[config.mk]
export PLATFORM = sky130hd
export DESIGN_NAME = pc_sequencer
export DESIGN_NICKNAME = d
export VERILOG_FILES = /design/src/rtl/pc_sequencer.sv
export SDC_FILE = /design/constraint.sdc
export NUM_CORES = 1
export LEC_CHECK = 0
export CAP_MARGIN = 25
export CORE_MARGIN = 2
export CORE_UTILIZATION = 45
export DETAILED_ROUTE_END_ITERATION = 8
export GPL_ROUTABILITY_DRIVEN = 0
export PLACE_DENSITY_LB_ADDON = 0.1
export SLEW_MARGIN = 10
export SYNTH_ARGS = -nofsm -noshare
export SYNTH_HDL_FRONTEND = slang
export SYNTH_SLANG_ARGS = --single-unit
[constraint.sdc]
create_clock -name clk -period 2.5 [get_ports clk]
set_clock_uncertainty 0.2 [all_clocks]
set_input_delay 0.375 -clock clk [delete_from_list [all_inputs] [get_ports clk]]
set_output_delay 0.375 -clock clk [all_outputs]
set_load 0.01 [all_outputs]
[src/rtl/pc_sequencer.sv]
// pc_sequencer: program-counter sequencer with branch/jump target selection,
// misaligned-target fault capture, trap redirect and a retired-instruction count.
//
// Ports:
//   clk        : clock; all state changes on the rising edge
//   rst_n      : asynchronous active-low reset
//   en         : advance enable (0 = stall)
//   inst_type  : 0 load, 1 imm, 2 store, 3 reg, 4 lui, 5 auipc, 6 branch, 7 jalr, 8 jal
//   fun3       : branch condition select
//   imm        : sign-extended immediate
//   rs1        : jalr base register value
//   zcnv       : {Z,C,N,V} flags of rs1-rs2 (C = 1 means no borrow)
//   trap_req   : redirect request, highest priority
//   trap_vec   : redirect target (low alignment bits are dropped)
//   pc         : current PC (registered)
//   pc_plus4   : pc + 4, the link value
//   fault      : a misaligned-target fault is pending
//   fault_addr : the offending target (registered)
//   instret    : retired-instruction count
module pc_sequencer #(
  parameter int              XLEN         = 32,
  parameter logic [XLEN-1:0] RESET_VECTOR = {XLEN{1'b0}},
  parameter int              IALIGN       = 4,
  parameter int              CNT_W        = 32
) (
  input  logic             clk,
  input  logic             rst_n,
  input  logic             en,
  input  logic [3:0]       inst_type,
  input  logic [2:0]       fun3,
  input  logic [XLEN-1:0]  imm,
  input  logic [XLEN-1:0]  rs1,
  input  logic [3:0]       zcnv,
  input  logic             trap_req,
  input  logic [XLEN-1:0]  trap_vec,
  output logic [XLEN-1:0]  pc,
  output logic [XLEN-1:0]  pc_plus4,
  output logic             fault,
  output logic [XLEN-1:0]  fault_addr,
  output logic [CNT_W-1:0] instret
);

  typedef enum logic {S_RUN = 1'b0, S_FAULT = 1'b1} state_t;

  localparam logic [XLEN-1:0]  PC_FOUR   = XLEN'(3'd4);
  localparam logic [XLEN-1:0]  BIT0_MASK = ~XLEN'(2'b01);
  // Trap targets are forced onto an instruction boundary.
  localparam logic [XLEN-1:0]  TRAP_MASK = (IALIGN == 2) ? ~XLEN'(2'b01) : ~XLEN'(2'b11);
  localparam logic [CNT_W-1:0] CNT_ONE   = CNT_W'(1'b1);

  state_t            state_q, state_d;
  logic [XLEN-1:0]   pc_q, pc_d;
  logic [XLEN-1:0]   fault_addr_q, fault_addr_d;
  logic [CNT_W-1:0]  instret_q, instret_d;

  logic              taken_s;
  logic              misalign_s;
  logic [XLEN-1:0]   pc_plus4_s;
  logic [XLEN-1:0]   target_s;
  logic [XLEN-1:0]   trap_tgt_s;

  assign pc_plus4_s = pc_q + PC_FOUR;
  assign trap_tgt_s = trap_vec & TRAP_MASK;

  // Branch condition from the {Z,C,N,V} flags.
  always_comb begin
    taken_s = 1'b0;
    case (fun3)
      3'b000:  taken_s = zcnv[3];
      3'b001:  taken_s = ~zcnv[3];
      3'b100:  taken_s = zcnv[1] ^ zcnv[0];
      3'b101:  taken_s = ~(zcnv[1] ^ zcnv[0]);
      3'b110:  taken_s = ~zcnv[2];
      3'b111:  taken_s = zcnv[2];
      default: taken_s = 1'b0;
    endcase
  end

  // Next-PC target selection and alignment check.
  always_comb begin
    target_s = pc_plus4_s;
    case (inst_type)
      4'd6: begin
        if (taken_s) begin
          target_s = pc_q + imm;
        end else begin
          target_s = pc_plus4_s;
        end
      end
      4'd7:    target_s = (rs1 + imm) & BIT0_MASK;
      4'd8:    target_s = pc_q + imm;
      default: target_s = pc_plus4_s;
    endcase
    // With 2-byte alignment every target is already legal.
    if (IALIGN == 4) begin
      misalign_s = target_s[1];
    end else begin
      misalign_s = 1'b0;
    end
  end

  // State register and datapath registers.
  always_ff @(posedge clk or negedge rst_n) begin
    if (!rst_n) begin
      state_q      <= S_RUN;
      pc_q         <= RESET_VECTOR;
      fault_addr_q <= {XLEN{1'b0}};
      instret_q    <= {CNT_W{1'b0}};
    end else begin
      state_q      <= state_d;
      pc_q         <= pc_d;
      fault_addr_q <= fault_addr_d;
      instret_q    <= instret_d;
    end
  end

  // Next-state logic; a trap overrides stall and the fault check.
  always_comb begin
    state_d      = state_q;
    pc_d         = pc_q;
    fault_addr_d = fault_addr_q;
    instret_d    = instret_q;
    if (trap_req) begin
      state_d = S_RUN;
      pc_d    = trap_tgt_s;
    end else begin
      case (state_q)
        S_RUN: begin
          if (!en) begin
            state_d = S_RUN;
          end else if (misalign_s) begin
            state_d      = S_FAULT;
            fault_addr_d = target_s;
          end else begin
            pc_d      = target_s;
            instret_d = instret_q + CNT_ONE;
          end
        end
        S_FAULT: state_d = S_FAULT;
        default: state_d = S_RUN;
      endcase
    end
  end

  // Output decode.
  always_comb begin
    fault      = (state_q == S_FAULT);
    pc         = pc_q;
    pc_plus4   = pc_plus4_s;
    fault_addr = fault_addr_q;
    instret    = instret_q;
  end

endmodule

==> impl_metrics.env, run 1 <==
export IMPL_synth_edff_count=0
export IMPL_grt_max_degree=43
export IMPL_fp_dieH_um=143
export IMPL_synth_compound_area_share_pct=25.1
export IMPL_error_line="[ERROR GRT-0232] Routing congestion too high. Check the congestion heatmap in the GUI."
export IMPL_syn_inst=1060
export IMPL_worst_ep_kind="register input"
export IMPL_synthMuxAreaShare_pct=2.78
export IMPL_hpwl_mm=32.0
export IMPL_postGrtWorstEndpoint="pc[16]$_DFFE_PN0P_/D"
export IMPL_yosysUniqueCellTypes=72
export IMPL_start_util_pct=46.3
export IMPL_yosysSeqAreaShare_pct=27.5
export IMPL_outcome="aborted with a tool error"
export IMPL_synth_fa_ha_area_share_pct=9.24
export IMPL_yosysWarningCount=0
export IMPL_cts_sink_count=96
export IMPL_ctsHtreeMaxLevel=3
export IMPL_die_w_um=143
export IMPL_synth_top_family_by_area="compound AO/OA/AOI/OAI gates"
export IMPL_synth_flop_cell="dfrtp_1"
export IMPL_synth_cell_area_um2=8750
export IMPL_grt_overflow_total=181
export IMPL_lastStage="global routing (5_1_grt)"
export IMPL_synth_xor_area_share_pct=10.8
export IMPL_root_buffer="clkbuf_16"
export IMPL_numCtsBuffers=9
export IMPL_synth_simple_gate_area_share_pct=20.9
export IMPL_pin_count=240
export IMPL_port_buffers=235
export IMPL_pre_cts_ws_ns=-1.09
export IMPL_synth_seq_cells=96
export IMPL_clockBufferDepth=2
export IMPL_grtUsageTotal_pct=72.9
export IMPL_syn_area_per_cell_um2=8.25
export IMPL_async_flop_share_pct=100
export IMPL_num_rows=50
-- routing by layer --
metal  global-route usage, %  overflow
met4                    77.5        70
met1                    72.6         0
met5                    11.3         0
met3                    52.8         2
met2                    92.2       109
-- through the flow --
stage	cells	TNS, ns	cell area [µm²]
4_1_cts	1941	-13.22	16700
2_1_floorplan	1061	-2.02	9300
3_3_place_gp	1861	-68.25	14500
3_5_place_dp	1861	-72.42	14500
-- synthesized netlist by cell type (all sizes together), types with 13 or more instances --
| cell | instances | area (µm²) |
|---|---|---|
| nand3 | 55 | 275 |
| o21ai | 63 | 315 |
| clkbuf | 35 | 131 |
| a31oi | 14 | 93.8 |
| nor3 | 24 | 125 |
| buf | 17 | 98.8 |
| or3 | 14 | 87.6 |
| nor2 | 79 | 299 |
| mux2i | 13 | 130 |
| a22oi | 25 | 188 |
| a21o | 24 | 180 |
| dfrtp | 96 | 2400 |
| a211oi | 15 | 130 |
| nand2 | 91 | 342 |
| inv | 26 | 97.6 |
| ha | 63 | 788 |
| o211ai | 14 | 110 |
| xor2 | 42 | 368 |
| xnor2 | 63 | 552 |
| nand4 | 32 | 200 |
| and3 | 24 | 150 |
| a21oi | 85 | 425 |
-- logic make-up after synthesis --
| family | Yosys count |
|---|---|
| and+or+nand+nor | 367 |
| AOI/OAI and AO/OA | 325 |
| xor gates and xnor gates | 106 |
| DFF | 96 |
| buffers and inverters | 78 |
| adders and majority gates | 64 |
| muxes | 23 |
| other | 1 |
-- what timing repair did --
item	CTS
buffers inserted	63
setup endpoints to repair	119
hold endpoints to repair	31
cloned	4
hold buffers	1
pin swaps	151
resized for setup	477
==> run 2: changes to the inputs <==
Settings changed: CORE_UTILIZATION 45 to 40, PLACE_DENSITY_LB_ADDON 0.1 to 0.15.
Clock period 2.5 ns to 3.2 ns, I/O delays scaled along.
==> run 2 against run 1 <==
  * The flow now finishes without violations
  * Area after synthesis stayed put
  * Synthesized cell count stayed put
==> impl_metrics.env, run 2 <==
export IMPL_yosysWarningCount=0
export IMPL_critPathArrivalTime_ns=3.19
export IMPL_grt_max_degree=67
export IMPL_fin_tns_setup_ns=0
export IMPL_path_cells="clkdlybuf4s50_1 > nand2_1 > fa_1 > nor2b_4 > o21ai_2 > a211oi_2 > buf_4 > o21ai_1 > a211oi_2 > mux2i_1 > nand3_1 > mux2_2"
export IMPL_rrSetupSlack_ns=0.14
export IMPL_syn_area_per_cell_um2=8.25
export IMPL_cp_num_buf_inv=2
export IMPL_power_internal_mw=3.73
export IMPL_drtAntennaViolNets=0
export IMPL_synth_seq_cells=96
export IMPL_critical_path_class="in2reg"
export IMPL_insertion_delay_ns=0.35
export IMPL_ctsHtreeMaxLevel=3
export IMPL_outcome="finished clean"
export IMPL_grt_overflow_total=0
export IMPL_min_delay_start="fault_addr[1]"
export IMPL_yosys_top_cells_area="dfrtp_1, ha_1, xnor2_1, a21oi_1, xor2_1"
export IMPL_fill_cells=1808
export IMPL_die_area_um2=23100
export IMPL_crit_slowest_cell="clkdlybuf4s50_1"
export IMPL_drv_slew=0
export IMPL_firstDrtPassIters=6
export IMPL_rsz0062_at_grt="true"
export IMPL_routedWlPerCell_um=19.6
export IMPL_whs_endpoint="fault_addr[1]"
export IMPL_synth_top_family_by_area="compound AO/OA/AOI/OAI gates"
export IMPL_use_met3_pct=5.70
export IMPL_worstSetupStartpointType="primary input"
export IMPL_diodes=0
export IMPL_die_w_um=152
export IMPL_power_density_nw_per_um2=413
export IMPL_synth_cell_area_um2=8750
export IMPL_synth_common_cells="dfrtp_1, nand2_1, a21oi_1"
export IMPL_grt_pass1_vias=10100
export IMPL_pwr_share_clk_pct=17.6
export IMPL_yosysUniqueCellTypes=72
export IMPL_dp_cells=1804
export IMPL_drive_above_1_share_pct=28.0
export IMPL_hold_class="reg2reg"
export IMPL_synth_most_common_cell="dfrtp_1"
export IMPL_start_util_pct=40.5
export IMPL_synth_fa_ha_area_share_pct=9.24
export IMPL_pre_cts_ws_ns=-0.652
export IMPL_busiest_layer="met2"
export IMPL_power_frac_seq_pct=27.9
export IMPL_worst_slack_ns=0.0421
export IMPL_hold_depth=1
export IMPL_ir_drop_v=0.000310
export IMPL_yosysSeqAreaShare_pct=27.5
export IMPL_synth_xor_area_share_pct=10.8
export IMPL_finalSetupViolations=0
export IMPL_synth_edff_count=0
export IMPL_drc_errors=0
export IMPL_async_flop_share_pct=100
export IMPL_hpwl_mm=29.1
export IMPL_synth_simple_gate_area_share_pct=20.9
export IMPL_finalNonFillerCells=1842
export IMPL_max_cap_violations=0
export IMPL_fp_dieH_um=152
export IMPL_num_rows=54
export IMPL_cp_top_family="buffers and inverters"
export IMPL_routed_wl_mm=36.1
export IMPL_cts_sink_count=96
export IMPL_maxSlewHeadroom_pct=64.7
export IMPL_avgViaCountPerCell=5.76
export IMPL_switchingPower_mw=2.25
export IMPL_cts_tree="built"
export IMPL_root_buffer="clkbuf_16"
export IMPL_synthMuxAreaShare_pct=2.78
export IMPL_timing_hold_ws_ns=0.275
export IMPL_layout_common_cells="buf_4, clkdlybuf4s50_1, nand2_1, dfrtp_1, a21oi_1"
export IMPL_grtUsageTotal_pct=29.7
export IMPL_path_max_fanout=4
export IMPL_reg2reg_depth=15
export IMPL_syn2layout_area_growth_pct=65.7
export IMPL_syn_inst=1060
export IMPL_clockBufferDepth=2
export IMPL_synth_top_cell_by_area="dfrtp_1"
export IMPL_pin_count=240
export IMPL_end_kind="flip-flop"
export IMPL_p_leak_nw=6.55
export IMPL_final_hold_viol_count=0
export IMPL_clk_pin_slew_worst_paths_ns=0.07
export IMPL_nNetsFinal=1732
export IMPL_slowest_delay_ns=0.48
export IMPL_synth_flop_cell="dfrtp_1"
export IMPL_min_period_ns=3.16
export IMPL_yosysTopAreaCellShare_pct=27.5
export IMPL_p_comb_share_pct=54.5
export IMPL_p_sw_share_pct=37.6
export IMPL_r2r_start="pc[7]"
export IMPL_port_buffers=235
export IMPL_coreArea_um2=21600
export IMPL_tightestPinTransition_ns=0.526
export IMPL_r2r_end="fault_addr[31]"
export IMPL_finalCritPeriodShare_pct=98.7
export IMPL_cp_common_cell="a211oi_2"
export IMPL_antenna_found_initial=0
export IMPL_max_freq_mhz=317
export IMPL_gr_usage_met2_pct=49.8
export IMPL_synth_compound_area_share_pct=25.1
export IMPL_numCtsBuffers=9
export IMPL_final_common_cell="buf_4"
export IMPL_cp_required_ns=3.23
export IMPL_use_met1_pct=37.8
export IMPL_drtIter0Drc=772
export IMPL_grt_pass1_wl_mm=55.0
export IMPL_num_vias=10600
## run 2: cell counts after synthesis
No cell type changed its count.
## run 2: worst max-delay path by stage
stage / from / endpoint / cells past startpoint
CTS: pc[4] / pc_plus4[19] / 7
floorplan: imm[1] / fault_addr[26] / 10
finish: imm[0] / fault_addr[26] / 12
global placement: imm[2] / fault_addr[23] / 12
global route: imm[15] / pc[23] / 12
detailed placement: imm[1] / fault_addr[26] / 12
## run 2: cells by family after synthesis
family	Yosys count
xor+xnor	106
flops	96
simple gates	367
fa+ha+maj	64
buf+inv	78
compound gates	325
mux	23
other cells	1
## run 2: layer usage
metal | share of wire [%] | up-vias
met2 | 47 | 503
met3 | 8.0 | 100
met1 | 41 | 5026
met4 | 4.7 | 0
met5 | 0 | -
li1 | - | 4972
## run 2: metrics by stage
step	area (µm²)	total power [mW]	util [%]
after floorplan	8750	2.97	-
after global placement	13400	4.67	62.1
after detailed placement	13400	4.70	62.1
after CTS	14000	5.82	64.6
after global routing	14500	6.29	67.0
final	14500	5.98	67.0
## run 2: repair_timing
item                                   in CTS  in global routing
buffers inserted                            4                 17
resized for setup                          58                 77
setup endpoints to repair                  47                 46
endpoints found under the hold margin      30                  0
pin swaps                                  18                 26
hold buffers                                1                  0
## run 2: layout make-up
type | instances | area (µm²) | area share [%]
clock buffer | 11 | 253 | 1.74
clock inverter | 5 | 38.8 | 0.268
inverter | 26 | 97.6 | 0.674
multi-input combinational | 887 | 6600 | 45.6
sequential | 96 | 2420 | 16.7
tap | 280 | 350 | 2.42
timing repair buffer | 537 | 4730 | 32.6
## run 2: worst register-to-register path: cells and delay by family, from the launching register on
family	cells	cell delay, ns
buf+inv	7	1.05
compound gates	4	0.70
flops	1	0.43
fa+ha+maj	1	0.28
mux	1	0.18
simple gates	2	0.15
## run 2: power by group through the flow
stage | Sequential, mW | Clock, mW | Combinational [mW]
detailed placement | 1.68 | 0 | 3.02
global route | 1.69 | 1.11 | 3.49
finish | 1.67 | 1.05 | 3.26
global placement | 1.68 | 0 | 2.99
CTS | 1.66 | 1.06 | 3.09
floorplan | 1.74 | 0 | 1.23
Power figures use the tool's default switching activity.
